--- src/rtl/calc_pkg.sv ---
// Shared definitions for the calculator entry sequencer: phase encoding and
// state-index helpers that depend on the operand count.
package calc_pkg;

  // Coarse FSM phase; the operand slot within PH_LOAD is tracked separately.
  typedef enum logic [1:0] {
    PH_LOAD = 2'd0,
    PH_OP   = 2'd1,
    PH_DONE = 2'd2
  } phase_e;

  // Width of the exported state index (LOAD_0..LOAD_N-1, LOAD_OP, DONE).
  function automatic int state_w(input int num_operands);
    return $clog2(num_operands + 2);
  endfunction

  // State index of the operator-load step.
  function automatic int load_op_idx(input int num_operands);
    return num_operands;
  endfunction

  // State index of the terminal DONE step.
  function automatic int done_idx(input int num_operands);
    return num_operands + 1;
  endfunction

endpackage

--- src/rtl/calc_idle_timer.sv ---
// Idle watchdog: counts cycles spent mid-entry and flags expiry so the
// sequencer can abandon a stale partial entry. Disabled when IDLE_TIMEOUT = 0.
module calc_idle_timer #(
  parameter int IDLE_TIMEOUT = 0
) (
  input  logic clk,
  input  logic reset,
  input  logic run,
  input  logic kick,
  output logic expire
);

  generate
    if (IDLE_TIMEOUT == 0) begin : g_off
      // No counter at all; inputs are intentionally left unused.
      logic unused_ok;
      assign unused_ok = ^{clk, reset, run, kick};
      assign expire    = 1'b0;
    end else begin : g_on
      localparam int CW = $clog2(IDLE_TIMEOUT + 1);
      localparam logic [CW-1:0] LAST = CW'(IDLE_TIMEOUT - 1);

      logic [CW-1:0] cnt;

      // Count idle cycles while running; any edge or leaving the run window
      // reloads zero, and the count saturates at LAST so it never wraps.
      always_ff @(posedge clk or negedge reset) begin
        if (!reset)                 cnt <= '0;
        else if (kick || !run)      cnt <= '0;
        else if (cnt != LAST)       cnt <= cnt + CW'(1);
      end

      // An edge in the expiry cycle wins, so kick masks the expiry flag.
      assign expire = run && !kick && (cnt == LAST);
    end
  endgenerate

endmodule

--- src/rtl/calc_sequencer.sv ---
// Calculator entry sequencer: walks operand slots, then the operator, then
// DONE, driven by right (advance) and left (back/clear) edge pulses. All
// outputs are registered; strobes last exactly one cycle.
module calc_sequencer
  import calc_pkg::*;
#(
  parameter  int NUM_OPERANDS = 2,
  parameter  int IDLE_TIMEOUT = 0,
  localparam int STATE_W      = state_w(NUM_OPERANDS)
) (
  input  logic                    clk,
  input  logic                    reset,
  input  logic                    btn_edge_r,
  input  logic                    btn_edge_l,
  output logic [NUM_OPERANDS-1:0] load_operand,
  output logic                    load_op,
  output logic                    done,
  output logic                    clear,
  output logic [STATE_W-1:0]      state_debug
);

  localparam int LOAD_OP_IDX = load_op_idx(NUM_OPERANDS);
  localparam int DONE_IDX    = done_idx(NUM_OPERANDS);

  localparam logic [STATE_W-1:0] LAST_K = STATE_W'(NUM_OPERANDS - 1);
  localparam logic [STATE_W-1:0] OP_SD  = STATE_W'(LOAD_OP_IDX);
  localparam logic [STATE_W-1:0] DN_SD  = STATE_W'(DONE_IDX);

  phase_e             phase;
  logic [STATE_W-1:0] idx;     // operand slot while in PH_LOAD
  logic               run;
  logic               kick;
  logic               expire;

  // Idle time only accrues mid-entry: not in LOAD_0 and not in DONE.
  assign run  = (phase == PH_LOAD) ? (idx != '0) : (phase == PH_OP);
  assign kick = btn_edge_r | btn_edge_l;

  calc_idle_timer #(
    .IDLE_TIMEOUT (IDLE_TIMEOUT)
  ) u_idle (
    .clk    (clk),
    .reset  (reset),
    .run    (run),
    .kick   (kick),
    .expire (expire)
  );

  // Sequencer FSM with registered strobes; left edge beats right edge, and
  // either edge beats the idle expiry.
  always_ff @(posedge clk or negedge reset) begin
    if (!reset) begin
      phase        <= PH_LOAD;
      idx          <= '0;
      load_operand <= '0;
      load_op      <= 1'b0;
      done         <= 1'b0;
      clear        <= 1'b0;
      state_debug  <= '0;
    end else begin
      load_operand <= '0;
      load_op      <= 1'b0;
      clear        <= 1'b0;
      unique case (phase)
        PH_LOAD: begin
          if (btn_edge_l) begin
            if (idx != '0) begin
              idx         <= idx - STATE_W'(1);
              state_debug <= idx - STATE_W'(1);
            end
          end else if (btn_edge_r) begin
            load_operand <= NUM_OPERANDS'(1) << idx;
            if (idx == LAST_K) begin
              phase       <= PH_OP;
              state_debug <= OP_SD;
            end else begin
              idx         <= idx + STATE_W'(1);
              state_debug <= idx + STATE_W'(1);
            end
          end else if (expire) begin
            idx         <= '0;
            clear       <= 1'b1;
            state_debug <= '0;
          end
        end
        PH_OP: begin
          if (btn_edge_l) begin
            phase       <= PH_LOAD;
            idx         <= LAST_K;
            state_debug <= LAST_K;
          end else if (btn_edge_r) begin
            phase       <= PH_DONE;
            load_op     <= 1'b1;
            done        <= 1'b1;
            state_debug <= DN_SD;
          end else if (expire) begin
            phase       <= PH_LOAD;
            idx         <= '0;
            clear       <= 1'b1;
            state_debug <= '0;
          end
        end
        PH_DONE: begin
          // Right edge is ignored here; only left leaves DONE.
          if (btn_edge_l) begin
            phase       <= PH_LOAD;
            idx         <= '0;
            done        <= 1'b0;
            clear       <= 1'b1;
            state_debug <= '0;
          end
        end
        default: begin
          phase       <= PH_LOAD;
          idx         <= '0;
          done        <= 1'b0;
          state_debug <= '0;
        end
      endcase
    end
  end

endmodule

--- config.mk ---
export PLATFORM = sky130hd
export DESIGN_NAME = calc_sequencer
export DESIGN_NICKNAME = d
export VERILOG_FILES = /design/src/rtl/calc_pkg.sv /design/src/rtl/calc_idle_timer.sv /design/src/rtl/calc_sequencer.sv
export SDC_FILE = /design/constraint.sdc
export NUM_CORES = 1
export LEC_CHECK = 0
export CAP_MARGIN = 10
export CORE_UTILIZATION = 27
export CTS_CLUSTER_DIAMETER = 200
export DETAILED_ROUTE_END_ITERATION = 10
export MAX_ROUTING_LAYER = met4
export SKIP_LAST_GASP = 1
export SLEW_MARGIN = 10
export SYNTH_ARGS = -nofsm -noshare
export SYNTH_HDL_FRONTEND = slang
export SYNTH_SLANG_ARGS = --single-unit
export TNS_END_PERCENT = 30
--- constraint.sdc ---
create_clock -name clk -period 1.7 [get_ports clk]
set_input_delay 0.255 -clock clk [delete_from_list [all_inputs] [get_ports clk]]
set_output_delay 0.255 -clock clk [all_outputs]
set_load 0.005 [all_outputs]
# After elaboration in Yosys (flattened, before gate mapping)
# Cells that the tools add are included.
[classes]
n_addsub = 2
eq_ne = 14
shifts = 1
muxes = 31
bitwise_logic = 1
n_reduce_logical = 6
[op_table]
columns = ["cell", "n"]
rows = [
  ["2-bit 2-to-1 mux", 19],
  ["2-bit one-hot mux with 3 select lines", 3],
  ["2-bit != test, second input constant", 6],
  ["5-bit AND reduction", 2],
  ["3-bit != test, second input constant", 3],
  ["1-bit 2-to-1 mux", 8],
  ["4-bit AND reduction", 2],
  ["2-bit by 1-bit equality test with 1-bit output, second input constant", 2],
  ["3-bit by 2-bit != test with 1-bit output, second input constant", 1],
  ["1-bit one-hot mux with 3 select lines", 1],
  ["2-bit by 1-bit adder with 2-bit output, second input constant", 1],
  ["2-bit equality test, second input constant", 1],
  ["2-bit logical NOT", 1],
  ["2-bit by 1-bit != test with 1-bit output, second input constant", 1],
  ["2-bit nonzero test", 1],
  ["1-bit by 2-bit << shifter with 2-bit output, first input constant", 1],
  ["2-bit by 1-bit subtractor with 2-bit output, second input constant", 1],
  ["1-bit NOT", 1],
]
[totals]
regBits = 11
in_bits = 4
out_inout_bits = 7
elab_cells = 62

# Depth between registers and ports, before layout
[depth]
depth_word = 5
mapped_depth = 5
mapped_depth_nobuf = 5

# Hierarchy
# From an unflattened synthesis, not the netlist that was laid out.
[unflattened]
cells_unflattened = 70
area_unflattened_um2 = 673.1
[modules_own_cells]
columns = ["mod", "instances", "cells_per_inst", "area_each_um2", "seq_area_each_um2"]
rows = [
  ["calc_sequencer", 1, 68, 661.9, 275.3],
  ["calc_idle_timer", 1, 2, 11.3, 0.0],
]

# Least setup slack after synthesis
# No wires, ideal clock.
[synth_timing]
path_type = "reg-to-reg"
start = "register idx[0]"
end = "register idx[0]"
setup_ns = 0.079
t_arrival_ns = 1.140
t_required_ns = 1.621
path_slack_ns = 0.480
stages_incl_launch_ff = 5
n_path_buf = 0
synth_period_minus_slack_ns = 1.220
path_cell_list = "dfrtp_1 > ha_1 > o211ai_2 > o311a_4 > mux2i_1"
[synth_between]
elab_chain_cells = 5
elab_cells_between_ends = 12
classes_between = "2 x add/sub; 3 x eq/ne; 5 x mux; 2 x reduce/logical"
[synth_lines]
columns = ["item", "line_no", "rtl"]
rows = [
  ["start, declared", "calc_sequencer.sv:30", "logic [STATE_W-1:0] idx;"],
  ["start signal, assigned", "calc_sequencer.sv:68", "idx <= idx - STATE_W'(1);"],
  ["start signal, assigned", "calc_sequencer.sv:77", "idx <= idx + STATE_W'(1);"],
  ["2-bit by 1-bit adder with 2-bit output", "calc_sequencer.sv:77", ""],
  ["2-bit 2-to-1 mux", "calc_sequencer.sv:73", "if (idx == LAST_K) begin"],
  ["2-bit 2-to-1 mux", "calc_sequencer.sv:71", "end else if (btn_edge_r) begin"],
  ["2-bit 2-to-1 mux", "calc_sequencer.sv:66", "if (btn_edge_l) begin"],
  ["2-bit one-hot mux with 3 select lines", "calc_sequencer.sv:64", "unique case (phase)"],
]
# Several ways; a longest one is shown, not always the timed one. The select of a mux whose other input is x is not followed.
# A chain may end at the register's enable or synchronous reset.

# Final worst setup path
[layout_timing]
start = "register done"
end = "output done"
[layout_rtl]
columns = ["item", "line_no", "rtl"]
rows = [
  ["start, declared", "calc_sequencer.sv:17", "output logic done,"],
  ["start signal, assigned", "calc_sequencer.sv:57", "done <= 1'b0;"],
  ["start signal, assigned", "calc_sequencer.sv:94", "done <= 1'b1;"],
  ["start signal, assigned", "calc_sequencer.sv:108", "done <= 1'b0;"],
]
# No word-level cell between the ends.

==> run_results.csv <==
group,metric,value,unit
status,status,"finished, final reports clean",
power,p_leak,0.352,nW
job,drv_cap,0,
sta,slew_viol_final,0,
placed_design,dp_cells,95,
yosys,ys_top_cells_by_count,"dfrtp_1 (11), inv_1 (6), nor2_1 (5)",
sta,post-route-min-period,1.41,ns
yosys,synth-edff-count,0,
floorplanning,core-area,2040,µm²
floorplanning,ios,11,
worst_setup_path,cp_max_fo,3,
floorplanning,die_w,49.5,µm
yosys,ys.warnings.count,0,
worst_setup_path,arrival,1.15,ns
worst_setup_path,max_stage_delay,0.51,ns
final_layout,fin_nets,80,
yosys,synth_fp_nets,65,
placed_design,dpl.hpwl,846,µm
sta,setup_tns,0,ns
worst_setup_path,cp_cell_sequence,"clkdlybuf4s50_1",
clocking,cts_buffer_depth,2,
grt,grt_usage,10.8,%
sta,fmax,711,MHz
final_layout,fin_cells,99,
grt,grt_pass1_vias,407,
yosys,synth_most_common_cell,"dfrtp_1",
clocking,insertion_delay,0.27,ns
power,vdd_drop_max,0.482,mV
worst_setup_path,worstPathRequired,1.44,ns
clocking,cts_root_buf,"clkbuf_4",
yosys,ys_top_cells_by_area,"dfrtp_1 (45%), ha_1 (6.2%), mux2i_1 (4.9%)",
yosys,async_reset_ff_share,100,%
yosys,synth.distinct_cells,25,
routing,drc,0,
clocking,cts-htree-levels,1,
final_layout,nFillCells,216,
clocking,post-cts-setup-buffers,0,
grt,antenna_found_initial,0,
yosys,synth_top_area_share,45.3,%
sta,finalHoldViolCount,0,
worst_setup_path,cp-start-kind,"flop",
clocking,numCtsBuffers,3,
worst_setup_path,critical_path.top_delay_family,"buffers and inverters",
routing,avgViaCountPerCell,4.63,
sta,setup_violations,0,
yosys,netlist_instances,58,
routing,wl,1080,µm
routing,drt-wirelength-per-cell,10.9,µm
final_layout,synthToLayoutAreaGrowth,25.1,%
worst_setup_path,path_buf_inv,1,
hold_path,hold_path.class,"in -> async",
routing,dr_total_vias,458,
routing,dr.first_iter.drc_count,2,
routing,firstDrtPassIters,4,
final_layout,layout-drive-gt1-share,18.1,%
grt,grt_pass1_wl,1880,µm
worst_setup_path,crit_path_end_kind,"output port",
yosys,syn_area,608,µm²
placed_design,gp_congestion,0.828,
yosys,avgSynthCellArea,10.5,µm²
sta,min_period_over_period,82.7,%
sta,grt_setup_unrepaired,"no",
power,powerDensity,1360,nW/µm²
routing,ant_nets,0,
clocking,clock-sinks,11,
yosys,ys_seq_area_share,45.3,%
placed_design,port_buffers,10,
sta,clock_skew,0.00109,ns
floorplanning,dieArea,2450,µm²
final_layout,antenna_cells,0,
yosys,ys_ff_latch,11,
clocking,cts_tree,"built",
grt,grt_max_degree,12,
worst_setup_path,crit_slowest_cell,"clkdlybuf4s50_1",
floorplanning,std_cell_rows,16,
sta,worst_pin_slew,0.465,ns
worst_setup_path,critPathKind,"reg -> out",
clocking,hold_buffers,0,
grt,grt-ovfl-total,0,
floorplanning,die_h,49.5,µm
clocking,clk_pin_slew,0.07,ns
clocking,post_cts_resized,0,
sta,slew-limit-headroom,68.9,%
floorplanning,initial_core_util,29.8,%
yosys,yosys.area.top_type,"dfrtp_1",
yosys,ys.flop_type,"dfrtp_1",
-- power by group --
part | internal (W) | leakage [nW] | switching [W]
Clock | 0.0000909 | 0.0150 | 0.0000851
Combinational | 0.000247 | 0.198 | 0.000221
Sequential | 0.000333 | 0.138 | 0.0000551
-- cells by family after synthesis --
| logic type | share of synthesized area [%] |
|---|---|
| mux | 4.94 |
| simple gates | 16.3 |
| flops | 45.3 |
| xor+xnor | 1.44 |
| compound gates | 16.9 |
| fa+ha+maj | 6.17 |
| buf+inv | 9.05 |
-- path summary, 6_finish.rpt --
kind	start	end	slack, ns	cells after the start
setup / recovery	done$_DFFE_PN0P_	done	0.29	1
hold / removal	reset	phase[0]$_DFFE_PN0P_	0.30	1
setup reg to reg	phase[0]$_DFFE_PN0P_	idx[1]$_DFFE_PN0P_	0.34	4
hold reg to reg	state_debug[1]$_DFFE_PN0P_	state_debug[1]$_DFFE_PN0P_	0.53	2
max in group asynchronous	reset	idx[0]$_DFFE_PN0P_	1.08	1
min in group clk	state_debug[1]$_DFFE_PN0P_	state_debug[1]$_DFFE_PN0P_	0.53	2
-- per-layer routing --
metal	track usage, %	part of all wire (%)	vias up
met4	5.71	1.3	0
li1	-	-	226
met1	13.8	45	216
met3	4.32	6.7	2
met5	-	0	-
met2	14.4	46	14
-- metrics by stage --
stage / power (W) / hold slack (ns) / area [µm²] / setup WS, ns / util, %
after floorplan: 0.000712 / -0.0406 / 608 / 0.480 / -
after global placement: 0.000856 / 0.510 / 734 / 0.125 / 36.0
after detailed placement: 0.000870 / 0.514 / 734 / 0.0806 / 36.0
after CTS: 0.00105 / 0.326 / 761 / 0.290 / 37.3
after global routing: 0.00112 / 0.351 / 761 / 0.235 / 37.3
final: 0.00103 / 0.305 / 761 / 0.294 / 37.3
-- cell usage in the layout (no fill, tap or decap) --
cell type / n
o2bb2ai_1: 2
nand3_2: 1
nand2_1: 2
o311a_4: 1
o211ai_2: 1
clkdlybuf4s50_1: 10
nor2_1: 5
nor2b_2: 1
o21ai_0: 4
buf_4: 2
and2_1: 2
nand2b_4: 1
clkbuf_1: 1
mux2i_1: 3
inv_2: 1
a221oi_1: 1
dfrtp_1: 11
xor2_1: 1
inv_4: 1
clkbuf_4: 3
and3_2: 1
nor3_1: 3
a21oi_1: 2
o21a_1: 1
inv_1: 6
nand3_1: 1
o21ai_1: 1
ha_1: 3
-- registers in the layout, summed over array words and instances (netlist names) --
| register | count |
|---|---|
| clear | 1 |
| load_operand | 2 |
| load_op | 1 |
| idx | 2 |
| done | 1 |
| phase | 2 |
| state_debug | 2 |
-- cell type report --
| cell class | instances | area, µm² | area share (%) |
|---|---|---|---|
| multi-input cells | 37 | 278 | 36.5 |
| flip-flops and latches | 11 | 275 | 36.2 |
| clock buffers | 4 | 26.3 | 3.45 |
| inverters | 8 | 32.5 | 4.28 |
| well taps | 27 | 33.8 | 4.44 |
| repair buffers | 12 | 115 | 15.1 |
(Power assumes the default switching activity.)
